File: src/rtl/plot_scheduler.sv
// Round-robin arbiter that shares one VGA pixel writer between ball, paddle and brick.
// Each granted job erases the old rectangle in the background colour, then draws the new one.
module plot_scheduler #(
  parameter int         MAX_X      = 159,
  parameter int         MAX_Y      = 119,
  parameter logic [2:0] BG_COLOUR  = 3'b000,
  parameter logic [8:0] OBJ_COLOUR = 9'b010_111_100,
  parameter logic [2:0] ERASE_ONLY = 3'b100
) (
  input  logic        clk,
  input  logic        resetn,
  input  logic [2:0]  req,
  output logic [2:0]  ack,
  input  logic [23:0] req_new_x,
  input  logic [20:0] req_new_y,
  input  logic [23:0] req_old_x,
  input  logic [20:0] req_old_y,
  input  logic [23:0] req_size_x,
  input  logic [20:0] req_size_y,
  output logic [7:0]  vga_x,
  output logic [6:0]  vga_y,
  output logic [2:0]  vga_colour,
  output logic        vga_plot,
  output logic        busy
);

  typedef enum logic [2:0] {IDLE, GRANT, ERASE, DRAW, DONE} state_t;

  state_t     state, next_state;
  logic [1:0] id, rr, winner;
  logic [7:0] old_x, new_x, size_x, px;
  logic [6:0] old_y, new_y, size_y, py;
  logic       draw_en;

  logic [7:0] sel_old_x, sel_new_x, sel_size_x, base_x;
  logic [6:0] sel_old_y, sel_new_y, sel_size_y, base_y;
  logic       sel_erase_only, skip_erase, skip_draw;
  logic [2:0] obj_colour;
  logic [8:0] sum_x;
  logic [7:0] sum_y;
  logic       in_view, last_px, last;

  // Round-robin search upward from the pointer, wrapping 2 -> 0.
  always_comb begin
    winner = 2'd0;
    case (rr)
      2'd1:    winner = req[1] ? 2'd1 : (req[2] ? 2'd2 : 2'd0);
      2'd2:    winner = req[2] ? 2'd2 : (req[0] ? 2'd0 : 2'd1);
      default: winner = req[0] ? 2'd0 : (req[1] ? 2'd1 : 2'd2);
    endcase
  end

  // NOTE: every always_comb output gets a default first so no path can infer a latch.
  always_comb begin
    sel_old_x      = req_old_x[7:0];
    sel_new_x      = req_new_x[7:0];
    sel_size_x     = req_size_x[7:0];
    sel_old_y      = req_old_y[6:0];
    sel_new_y      = req_new_y[6:0];
    sel_size_y     = req_size_y[6:0];
    sel_erase_only = ERASE_ONLY[0];
    obj_colour     = OBJ_COLOUR[2:0];
    case (id)
      2'd1: begin
        sel_old_x      = req_old_x[15:8];
        sel_new_x      = req_new_x[15:8];
        sel_size_x     = req_size_x[15:8];
        sel_old_y      = req_old_y[13:7];
        sel_new_y      = req_new_y[13:7];
        sel_size_y     = req_size_y[13:7];
        sel_erase_only = ERASE_ONLY[1];
        obj_colour     = OBJ_COLOUR[5:3];
      end
      2'd2: begin
        sel_old_x      = req_old_x[23:16];
        sel_new_x      = req_new_x[23:16];
        sel_size_x     = req_size_x[23:16];
        sel_old_y      = req_old_y[20:14];
        sel_new_y      = req_new_y[20:14];
        sel_size_y     = req_size_y[20:14];
        sel_erase_only = ERASE_ONLY[2];
        obj_colour     = OBJ_COLOUR[8:6];
      end
      default: ;
    endcase
  end

  assign skip_erase = (sel_size_x == 8'd0) || (sel_size_y == 7'd0) ||
                      ((sel_old_x == sel_new_x) && (sel_old_y == sel_new_y));
  assign skip_draw  = sel_erase_only || (sel_size_x == 8'd0) || (sel_size_y == 7'd0);

  // Sums are one bit wider than the coordinates so off-screen pixels clip instead of wrapping.
  assign base_x  = (state == DRAW) ? new_x : old_x;
  assign base_y  = (state == DRAW) ? new_y : old_y;
  assign sum_x   = {1'b0, base_x} + {1'b0, px};
  assign sum_y   = {1'b0, base_y} + {1'b0, py};
  assign in_view = (sum_x <= 9'(MAX_X)) && (sum_y <= 8'(MAX_Y));
  assign last_px = (px == size_x - 8'd1);
  assign last    = last_px && (py == size_y - 7'd1);

  always_comb begin
    next_state = state;
    case (state)
      IDLE:    if (|req) next_state = GRANT;
      GRANT:   next_state = !skip_erase ? ERASE : (!skip_draw ? DRAW : DONE);
      ERASE:   if (last) next_state = draw_en ? DRAW : DONE;
      DRAW:    if (last) next_state = DONE;
      DONE:    next_state = IDLE;
      default: next_state = IDLE;
    endcase
  end

  // NOTE: sequential state uses non-blocking assignments so every register samples pre-edge values.
  always_ff @(posedge clk or negedge resetn) begin
    if (!resetn) state <= IDLE;
    else         state <= next_state;
  end

  always_ff @(posedge clk or negedge resetn) begin
    if (!resetn) begin
      id         <= 2'd0;
      rr         <= 2'd0;
      old_x      <= 8'd0;
      new_x      <= 8'd0;
      size_x     <= 8'd0;
      old_y      <= 7'd0;
      new_y      <= 7'd0;
      size_y     <= 7'd0;
      px         <= 8'd0;
      py         <= 7'd0;
      draw_en    <= 1'b0;
      ack        <= 3'd0;
      vga_x      <= 8'd0;
      vga_y      <= 7'd0;
      vga_colour <= 3'd0;
      vga_plot   <= 1'b0;
      busy       <= 1'b0;
    end else begin
      ack      <= 3'd0;
      vga_plot <= 1'b0;
      busy     <= (next_state != IDLE);
      case (state)
        IDLE: if (|req) id <= winner;
        GRANT: begin
          old_x   <= sel_old_x;
          new_x   <= sel_new_x;
          size_x  <= sel_size_x;
          old_y   <= sel_old_y;
          new_y   <= sel_new_y;
          size_y  <= sel_size_y;
          draw_en <= !skip_draw;
          px      <= 8'd0;
          py      <= 7'd0;
        end
        ERASE, DRAW: begin
          vga_x      <= sum_x[7:0];
          vga_y      <= sum_y[6:0];
          vga_colour <= (state == DRAW) ? obj_colour : BG_COLOUR;
          vga_plot   <= in_view;
          if (last) begin
            px <= 8'd0;
            py <= 7'd0;
          end else if (last_px) begin
            px <= 8'd0;
            py <= py + 7'd1;
          end else begin
            px <= px + 8'd1;
          end
        end
        DONE: begin
          ack[id] <= 1'b1;
          rr      <= (id == 2'd2) ? 2'd0 : id + 2'd1;
        end
        default: ;
      endcase
    end
  end

endmodule
File: config.mk
export PLATFORM = sky130hd
export DESIGN_NAME = plot_scheduler
export DESIGN_NICKNAME = d
export VERILOG_FILES = /design/src/rtl/plot_scheduler.sv
export SDC_FILE = /design/constraint.sdc
export NUM_CORES = 1
export LEC_CHECK = 0
export CAP_MARGIN = 20
export CORE_UTILIZATION = 44
export CTS_CLUSTER_SIZE = 30
export DETAILED_ROUTE_END_ITERATION = 7
export PLACE_DENSITY = 0.77
export SLEW_MARGIN = 10
export SYNTH_ARGS = -nofsm -noshare
export SYNTH_HDL_FRONTEND = slang
export SYNTH_SLANG_ARGS = --single-unit
File: constraint.sdc
create_clock -name clk -period 3.5 [get_ports clk]
set_clock_uncertainty 0.2 [all_clocks]
set_input_delay 0.525 -clock clk [delete_from_list [all_inputs] [get_ports clk]]
set_output_delay 0.525 -clock clk [all_outputs]
set_load 0.03 [all_outputs]
Word level (Yosys, flattened, before mapping)
Index checks and enable logic that the tools add are counted.
{ "totals": {"register_bits": 91, "in_bits": 140, "output_inout_bits": 23} }
{ "classes": {"add_sub_neg": 7, "n_lt_le_gt_ge": 4, "n_eq_ne": 13, "mux": 36, "n_reduce_logical": 18} }
{ "op_table": {"columns": ["cell", "n"], "rows": [
  ["$pmux 8 s2", 4],
  ["$pmux 7 s2", 4],
  ["$mux 3", 8],
  ["$mux 8", 3],
  ["$mux 7", 3],
  ["$eq 8x8->1", 2],
  ["$eq 7x7->1", 2],
  ["$mux 2", 6],
  ["$pmux 3 s4", 1],
  ["$add 8x8->9", 1],
  ["$le 9x8->1 const B", 1],
  ["$add 7x7->8", 1],
  ["$add 8x1->8 const B", 1],
  ["$le 8x7->1 const B", 1],
  ["$logic_not 8->1", 1],
  ["$sub 8x1->8 const B", 1],
  ["$add 7x1->7 const B", 1],
  ["$logic_not 7->1", 1],
  ["$sub 7x1->7 const B", 1],
  ["$eq 3x2->1 const B", 2],
  ["$pmux 3 s2", 1],
  ["$eq 2x1->1 const B", 2],
  ["$eq 2x2->1 const B", 2],
  ["$logic_and 1x1->1", 4],
  ["other kinds (17)", 24]
]} }

Logic depth before layout (Yosys ltp)
{ "logic_depth": {"word_depth": 9, "mapped_depth": 14, "mapped_depth_nobuf": 14} }

Least setup slack after synthesis
No wires, ideal clock.
{ "synth_timing": {"kind": "register to register", "startpoint": "register state[1]", "endpoint": "register vga_plot", "setup_ps": 94, "arrival_ps": 3051, "t_required_ps": 3206, "slack_ps": 156, "stages_incl_launch_ff": 15, "path_buffers": 1, "path_cell_list": "dfrtp_1 inv_1 nor2_1 nand2_1 clkbuf_1 mux2_2 ha_1 fa_1 a21o_1 a21oi_1 o21bai_1 a21oi_1 xor2_1 nor4_1 a211oi_1"} }
{ "synth_via": {"elab_chain_len": 6} }
{ "synth_rtl": {"columns": ["item", "line", "text"], "rows": [
  ["start, declared", "29", "state_t state, next_state;"],
  ["start signal, assigned", "116", "else state <= next_state;"],
  ["$eq 3x2->1", "93, 94, 142", null],
  ["$mux 8 or $mux 7 (tied branches)", "93, 94", null],
  ["$add 8x8->9 or $add 7x7->8 (tied branches)", "95, 96", null],
  ["$le 9x8->1 or $le 8x7->1 (tied branches)", "97", "assign in_view = (sum_x <= 9'(MAX_X)) && (sum_y <= 8'(MAX_Y));"],
  ["$logic_and 1x1->1", "97", null],
  ["$mux 1 (*)", "142", "case (state)"],
  ["end signal, assigned", "159", "vga_plot <= in_view;"],
  ["end, declared", "23", "output logic vga_plot,"]
]} }
Every way passes the cells marked *; elsewhere a longest branch is shown, timed or not.
A chain may end at the register's enable or synchronous reset.

Worst setup path in the final report
Ends and elaborated chain as after synthesis.

==> results_dict.tcl <==
set metrics [dict create \
    run_status "finished, final reports clean" \
    p_leak_nw 3.41 \
    ir_drop_v 0.000387 \
    vias 5376 \
    synth_area_mm2 0.00591 \
    multi_input_area_mm2 0.00344 \
    io_pins 163 \
    grt_pass1_wl_mm 25.6 \
    slew_violations 0 \
    cts.path.max_buffers 2 \
    fill_cells 1066 \
    synth_top_family_by_area "compound AO/OA/AOI/OAI gates" \
    cp-end-kind "register" \
    die-area_mm2 0.0139 \
    grt_max_degree 75 \
    fin_crit_sh_pct 93.0 \
    finalWirelength_mm 15.8 \
    crit_type "register to register" \
    pre_cts_ws_ns 0.264 \
    hold_path.class "register to register" \
    cts_buffers 9 \
    postCtsSetupRepairBufs 0 \
    num-nets-final 972 \
    grt_usage_pct 23.1 \
    rows 41 \
    synthCells 652 \
    critical_path.max_fanout 14 \
    worst_pin_slew_ns 0.862 \
    rsz0062_at_grt "false" \
    relSlewSlack_pct 42.0 \
    synth_fa_ha_area_share_pct 6.61 \
    firstDrtPassIters 5 \
    grt_overflow 0 \
    startpoint_type "register" \
    worstPathArrival_ns 3.27 \
    drtAntennaViolNets 0 \
    synthArstFlopShare_pct 100 \
    clock_latency_ns 0.35 \
    m1WireLength_mm 6.93 \
    hold_viol 0 \
    ys_seq_area_share_pct 38.5 \
    period_minus_slack_ns 3.26 \
    synth_nets 822 \
    cts_root_buf "clkbuf_16" \
    drc_errors 0 \
    setup_viol 0 \
    maxUsedRoutingLayer "met4" \
    synth_edf_count 0 \
    post-route-util_pct 62.4 \
    final-seq-area_mm2 0.00228 \
    drt_iter0_drc 295 \
    syn2layout_area_growth_pct 36.1 \
    synth_simple_gate_area_share_pct 15.3 \
    synthFlopType "dfrtp_1" \
    syn_avg_cell_area_um2 9.06 \
    setup_tns_ns 0 \
    synth_cell_types 56 \
    grt_pass1_vias 5276 \
    cts_tree "built" \
    drive_gt1_share_pct 6.57 \
    place.detailed.hpwl_mm 12.3 \
    start_util_pct 45.9 \
    cts_sinks 91 \
    synth_xor_area_share_pct 6.52 \
    die_h_um 118 \
    muxShareOfSynthArea_pct 8.66 \
    yosysWarnings 0 \
    timing.final.ws_setup_ns 0.244 \
    synth-compound-area-share_pct 20.7 \
    powerDensity_mw_per_mm2 792 \
    routedWlPerCell_um 16.2 \
    wl_met3_um 932 \
    htree_levels 3 \
    antenna_found_initial 0 \
    io_buffers 162 \
    wl_met2_mm 7.69 \
    cts.clk_slew.worst_paths_ns 0.07 \
    gp_congestion 0.844 \
    core_area_mm2 0.0129 \
    cap_violations 0 \
    fmax_ghz 0.307 \
    antenna_cells 0 \
    routed_via_density 5.49 \
    die_w_um 118 \
    ys_ff_latch 91 \
    cp_data_required_time_ns 3.52 \
]
==> cell usage in the layout, fill, tap and decap left out, types with 15 or more instances in the layout <==
cell type / count
mux2_2: 16
clkdlybuf4s50_1: 161
a22o_1: 32
inv_1: 22
a21oi_1: 16
a22oi_1: 15
xnor2_1: 35
o21ai_0: 85
mux2i_1: 32
dfrtp_1: 91
nand2_1: 105
ha_1: 25
==> layout make-up <==
type                            count  area share [%]
Clock inverter                      3           0.280
Inverter                           23            1.07
Multi-Input combinational cell    504            42.8
Clock buffer                       13            3.24
Timing Repair Buffer              173            21.6
Tap cell                          172            2.68
Sequential cell                    91            28.3
==> repair_timing <==
item | in CTS | in global routing
resized for setup | 0 | 2
setup endpoints to repair | 0 | 1
hold buffers | 1 | 0
endpoints found under the hold margin | 25 | 0
==> metal layers <==
layer | GRT usage (%) | vias up
li1 | - | 2638
met1 | 29.8 | 2530
met5 | 0 | -
met2 | 39.3 | 190
met3 | 4.51 | 18
met4 | 6.73 | 0
==> path summary, 6_finish.rpt <==
path / startpoint / end / slack (ns) / depth (start not counted)
max: state[1] / vga_plot / 0.24 / 13
min: vga_y[3] / vga_y[3] / 0.28 / 2
max reg2reg: state[1] / vga_plot / 0.24 / 13
min reg2reg: vga_y[3] / vga_y[3] / 0.28 / 2
max in group asynchronous: resetn / new_y[2] / 1.92 / 3
min in group asynchronous: resetn / vga_x[0] / 0.44 / 2
==> per-stage QoR <==
| stage | cells | total power, W | area (um^2) | hold slack (ns) |
|---|---|---|---|---|
| after floorplan | 652 | 0.00426 | 5910 | 0.0294 |
| after global placement | 961 | 0.00524 | 7700 | 0.259 |
| after detailed placement | 961 | 0.00541 | 7700 | 0.263 |
| after CTS | 978 | 0.00634 | 7990 | 0.284 |
| after global routing | 979 | 0.00685 | 8040 | 0.299 |
| final | 979 | 0.00637 | 8040 | 0.279 |
==> cell usage after synthesis (all sizes together), types with 5 or more instances <==
cell type / instances / area, um^2
mux2i: 32 / 320
mux2: 17 / 191
and3: 5 / 31.3
xor2: 9 / 78.8
a21o: 7 / 52.6
nand2b: 5 / 31.3
a22oi: 15 / 113
inv: 23 / 86.3
nand4: 9 / 56.3
nand3: 10 / 50.1
nor3: 12 / 60.1
buf: 8 / 35.0
nor2: 11 / 41.3
o21ai: 99 / 495
ha: 28 / 350
dfrtp: 91 / 2280
nand2: 105 / 394
a22o: 32 / 280
clkbuf: 26 / 97.6
a21oi: 16 / 80.1
xnor2: 35 / 307
nor2b: 8 / 50.1
==> critical path, cell delays in order (launching register included) <==
cell,delay (ns)
dfrtp_1,0.41
inv_1,0.12
nor2_1,0.07
nand2_1,0.09
buf_4,0.23
mux2_2,0.39
fa_1,0.43
a21o_1,0.19
a21oi_1,0.23
o21bai_1,0.09
a21oi_1,0.17
xor2_1,0.09
nor4_1,0.29
a211oi_1,0.10
==> kinds of logic after synthesis <==
family,after synthesis
compound gates,193
xor+xnor,44
fa+ha+maj,30
buf+inv,57
flops,91
mux,49
simple gates,188
==> where the power goes <==
group	leakage, nW	internal, W	switching (W)
combinational	2.24	0.00165	0.00193
sequential	1.04	0.00149	0.000370
clock	0.128	0.000521	0.000403
total	3.41	0.00367	0.00270
==> sequential cells by signal, summed over array words and instances (netlist names) <==
register,flops
vga_y,7
busy,1
state,3
vga_x,8
size_y,7
old_x,8
px,8
vga_colour,3
py,7
draw_en,1
vga_plot,1
old_y,7
id,2
ack,3
rr,2
new_x,8
size_x,8
new_y,7
No activity file was read; power rests on OpenSTA's default activity.
==> patch 1 (same settings) <==
Re-encode `state_t` (5 states) as Gray code, 3 bits wide.
--- a/src/rtl/plot_scheduler.sv
+++ b/src/rtl/plot_scheduler.sv
@@ -24,7 +24,7 @@
   output logic        busy
 );
 
-  typedef enum logic [2:0] {IDLE, GRANT, ERASE, DRAW, DONE} state_t;
+  typedef enum logic [2:0] {IDLE = 3'b000, GRANT = 3'b001, ERASE = 3'b011, DRAW = 3'b010, DONE = 3'b110} state_t;
 
   state_t     state, next_state;
   logic [1:0] id, rr, winner;
Function: no difference found for any inputs over 4 cycles, from zero or initial values and one cycle with resetn low; so few cycles prove little.
==> patch 1 against the unedited design <==
  * Sequential cell count did not move
  * Critical path depth fell by 1
  * Cell area rose by 2.3%
  * Global-route usage rose by 0.90 points
  * Setup slack got worse by 0.088 ns
  * Routed wire length rose by 2.6%
  * Power rose by 20%
  * Worst hold slack got worse by 0.011 ns
  * Area after synthesis rose by 1.8%
==> patch 1: results <==
export IMPL_status="finished clean"
export IMPL_routed_via_density=5.47
export IMPL_post_dp_cell_area_um2=7860
export IMPL_synthDistinctLibCells=66
export IMPL_place_congestion=0.881
export IMPL_synth_fa_ha_area_share_pct=6.49
export IMPL_arrival_ns=3.38
export IMPL_synth_xor_area_share_pct=6.22
export IMPL_synth_compound_area_share_pct=19.9
export IMPL_grt_use_met2_pct=40.3
export IMPL_critPathMaxFanout=3
export IMPL_synth_mux_area_share_pct=11.0
export IMPL_detail_route_wirelength_um=16200
export IMPL_post_cts_buffers=0
export IMPL_r2r_cells=12
export IMPL_hold_slack_ns=0.267
export IMPL_r2r_slack_ns=0.16
export IMPL_ys_seq_area_share_pct=37.9
export IMPL_cp_slowest_cell="a2111o_1"
export IMPL_dr_pass1_iters=4
export IMPL_post_layout_nonfiller_instances=969
export IMPL_fmax_mhz=299
export IMPL_nNetsFinal=958
export IMPL_pre_cts_ws_ns=0.0192
export IMPL_post_cts_resized=1
export IMPL_grt_pass1_vias=5467
export IMPL_cpPeakStageDelay_ns=0.42
export IMPL_dpl_hpwl_um=12800
export IMPL_layout_drive_gt1_share_pct=9.96
export IMPL_relSlewSlack_pct=35.1
export IMPL_synthTopCellsByCount="91 x dfrtp_1, 84 x nand2_1, 67 x o21ai_0"
export IMPL_power_leakage_nw=3.63
export IMPL_synth_area_leaders="dfrtp_1 38%, mux2i_1 7.7%, a22o_1 6.6%, ha_1 5.8%, o21ai_0 5.6%"
export IMPL_crit_start="state[2]$_DFF_PN0_"
export IMPL_use_met1_pct=31.6
export IMPL_syn_inst=634
export IMPL_syn_nets=804
export IMPL_holdPathEnd="vga_colour[1]$_DFFE_PN0P_"
export IMPL_gr_usage_all_layers_pct=24.0
export IMPL_hold_start="vga_colour[1]$_DFFE_PN0P_"
[patch 1: changes by cell type after synthesis, sizes merged, moves of 4 or more]
cell	before	now
a22oi	15	0
nor2	11	22
a22o	32	45
nor3	12	8
o21ai	99	71
a21o	7	2
mux2i	32	46
nand2	105	84
nor2b	8	4
o21ba	0	4
[patch 1: metal layers]
layer | wire length [um] | part of all wire [%] | vias to the layer above
li1 | - | - | 2590
met1 | 7360 | 45 | 2515
met2 | 7860 | 48 | 174
met3 | 687 | 4.2 | 21
met4 | 327 | 2.0 | 0
met5 | 0 | 0 | -
[patch 1: final cells by class]
cell class / count / area, um^2
Clock buffer: 9 / 225
Inverter: 22 / 82.6
Fill cell: 1109 / 5070
Multi-Input combinational cell: 485 / 3550
Clock inverter: 7 / 100
Timing Repair Buffer: 179 / 1770
Sequential cell: 91 / 2280
Tap cell: 176 / 220
[patch 1: power by group]
part           switching [mW]  internal, mW  total (mW)
logic                    2.46          2.19        4.64
registers               0.433          1.53        1.96
clock network           0.419         0.632        1.05
==> patch 2 (config.mk and constraints unchanged) <==
Without the edit above. `MAX_X`: 159 -> 119.
--- a/src/rtl/plot_scheduler.sv
+++ b/src/rtl/plot_scheduler.sv
@@ -1,7 +1,7 @@
 // Round-robin arbiter that shares one VGA pixel writer between ball, paddle and brick.
 // Each granted job erases the old rectangle in the background colour, then draws the new one.
 module plot_scheduler #(
-  parameter int         MAX_X      = 159,
+  parameter int         MAX_X      = 119,
   parameter int         MAX_Y      = 119,
   parameter logic [2:0] BG_COLOUR  = 3'b000,
   parameter logic [8:0] OBJ_COLOUR = 9'b010_111_100,
Check against the original RTL: not equivalent (Yosys sat finds a counterexample within 4 cycles, from zero or initial values and one cycle with resetn low).
==> patch 2 against the unedited design <==
  * Sequential cell count unchanged
  * Area after synthesis up 0.13%
  * Cell area up 0.26%
  * Largest power group unchanged
  * Die area up 0.13%
  * Setup slack worse by 0.072 ns
  * Count of clock-buffer cells in the layout down 3
  * Routed wire length up 3.8%
  * Power down 1.3%
  * Synthesized cell count up 0.15%
==> patch 2: results <==
export IMPL_cpPeakStageDelay_ns=0.41
export IMPL_switching_share_pct=41.4
export IMPL_relSlewSlack_pct=23.3
export IMPL_status="finished clean"
export IMPL_r2r_cells=12
export IMPL_cp_top_family="simple AND/OR/NAND/NOR gates"
export IMPL_detail_route_wirelength_um=16400
export IMPL_gr_usage_all_layers_pct=24.1
export IMPL_pre_cts_ws_ns=0.194
export IMPL_power_leakage_nw=3.67
export IMPL_ant_nets=0
export IMPL_ys_seq_area_share_pct=38.5
export IMPL_synth_mux_area_share_pct=7.30
export IMPL_grt_max_degree=50
export IMPL_synth_fa_ha_area_share_pct=6.79
export IMPL_post_dp_cell_area_um2=7730
export IMPL_place_congestion=0.881
export IMPL_synthDistinctLibCells=59
export IMPL_grt_pass1_wl_um=26600
export IMPL_synth_area_leaders="dfrtp_1 38%, o21ai_0 8.0%, nand2_1 7.2%, ha_1 5.9%, mux2i_1 4.1%"
export IMPL_syn_nets=823
export IMPL_drtIter0Drc=369
export IMPL_wl_per_cell_um=16.7
export IMPL_layout_drive_gt1_share_pct=7.92
export IMPL_dpl_hpwl_um=13000
export IMPL_syn_inst=653
export IMPL_synth_compound_area_share_pct=21.4
export IMPL_holdPathEnd="vga_colour[2]$_DFFE_PN0P_"
export IMPL_hold_start="vga_colour[2]$_DFFE_PN0P_"
export IMPL_layout_setup_ws_ns=0.172
export IMPL_grt_pass1_vias=5361
export IMPL_arrival_ns=3.36
export IMPL_synthTopCellsByCount="114 x nand2_1, 95 x o21ai_0, 91 x dfrtp_1"
export IMPL_place_inst=964
[patch 2: cell count changes after synthesis, sizes merged, moves of 6 or more]
cell	change
nor3	-7
xnor2	-8
a22o	-8
a21oi	-6
nand2	+9
xor2	+10
mux2i	-8
a22oi	+6
[patch 2: metal layers]
metal / vias up / global-route usage (%) / share of wire, %
met5: - / 0 / 0
met1: 2535 / 32.6 / 46
met4: 0 / 6.49 / 0.97
met3: 13 / 3.68 / 5.5
met2: 188 / 40.0 / 47
li1: 2637 / - / -
[patch 2: power groups by stage]
stage	Clock [mW]	Sequential, mW	Combinational, mW
after global routing	1.08	1.96	3.72
after detailed placement	0	1.91	3.32
after floorplan	0	1.97	2.18
after CTS	1.04	1.90	3.36
final	1.03	1.90	3.35
after global placement	0	1.89	3.19
[patch 2: final cells by class]
class                      count  area, um^2
clock buffer                  10         239
sequential                    91        2280
tap                          172         215
antenna                        1        2.50
clock inverter                 5        77.6
multi-input combinational    505        3420
inverter                      19        71.3
timing repair buffer         178        1750
fill                        1067        4820
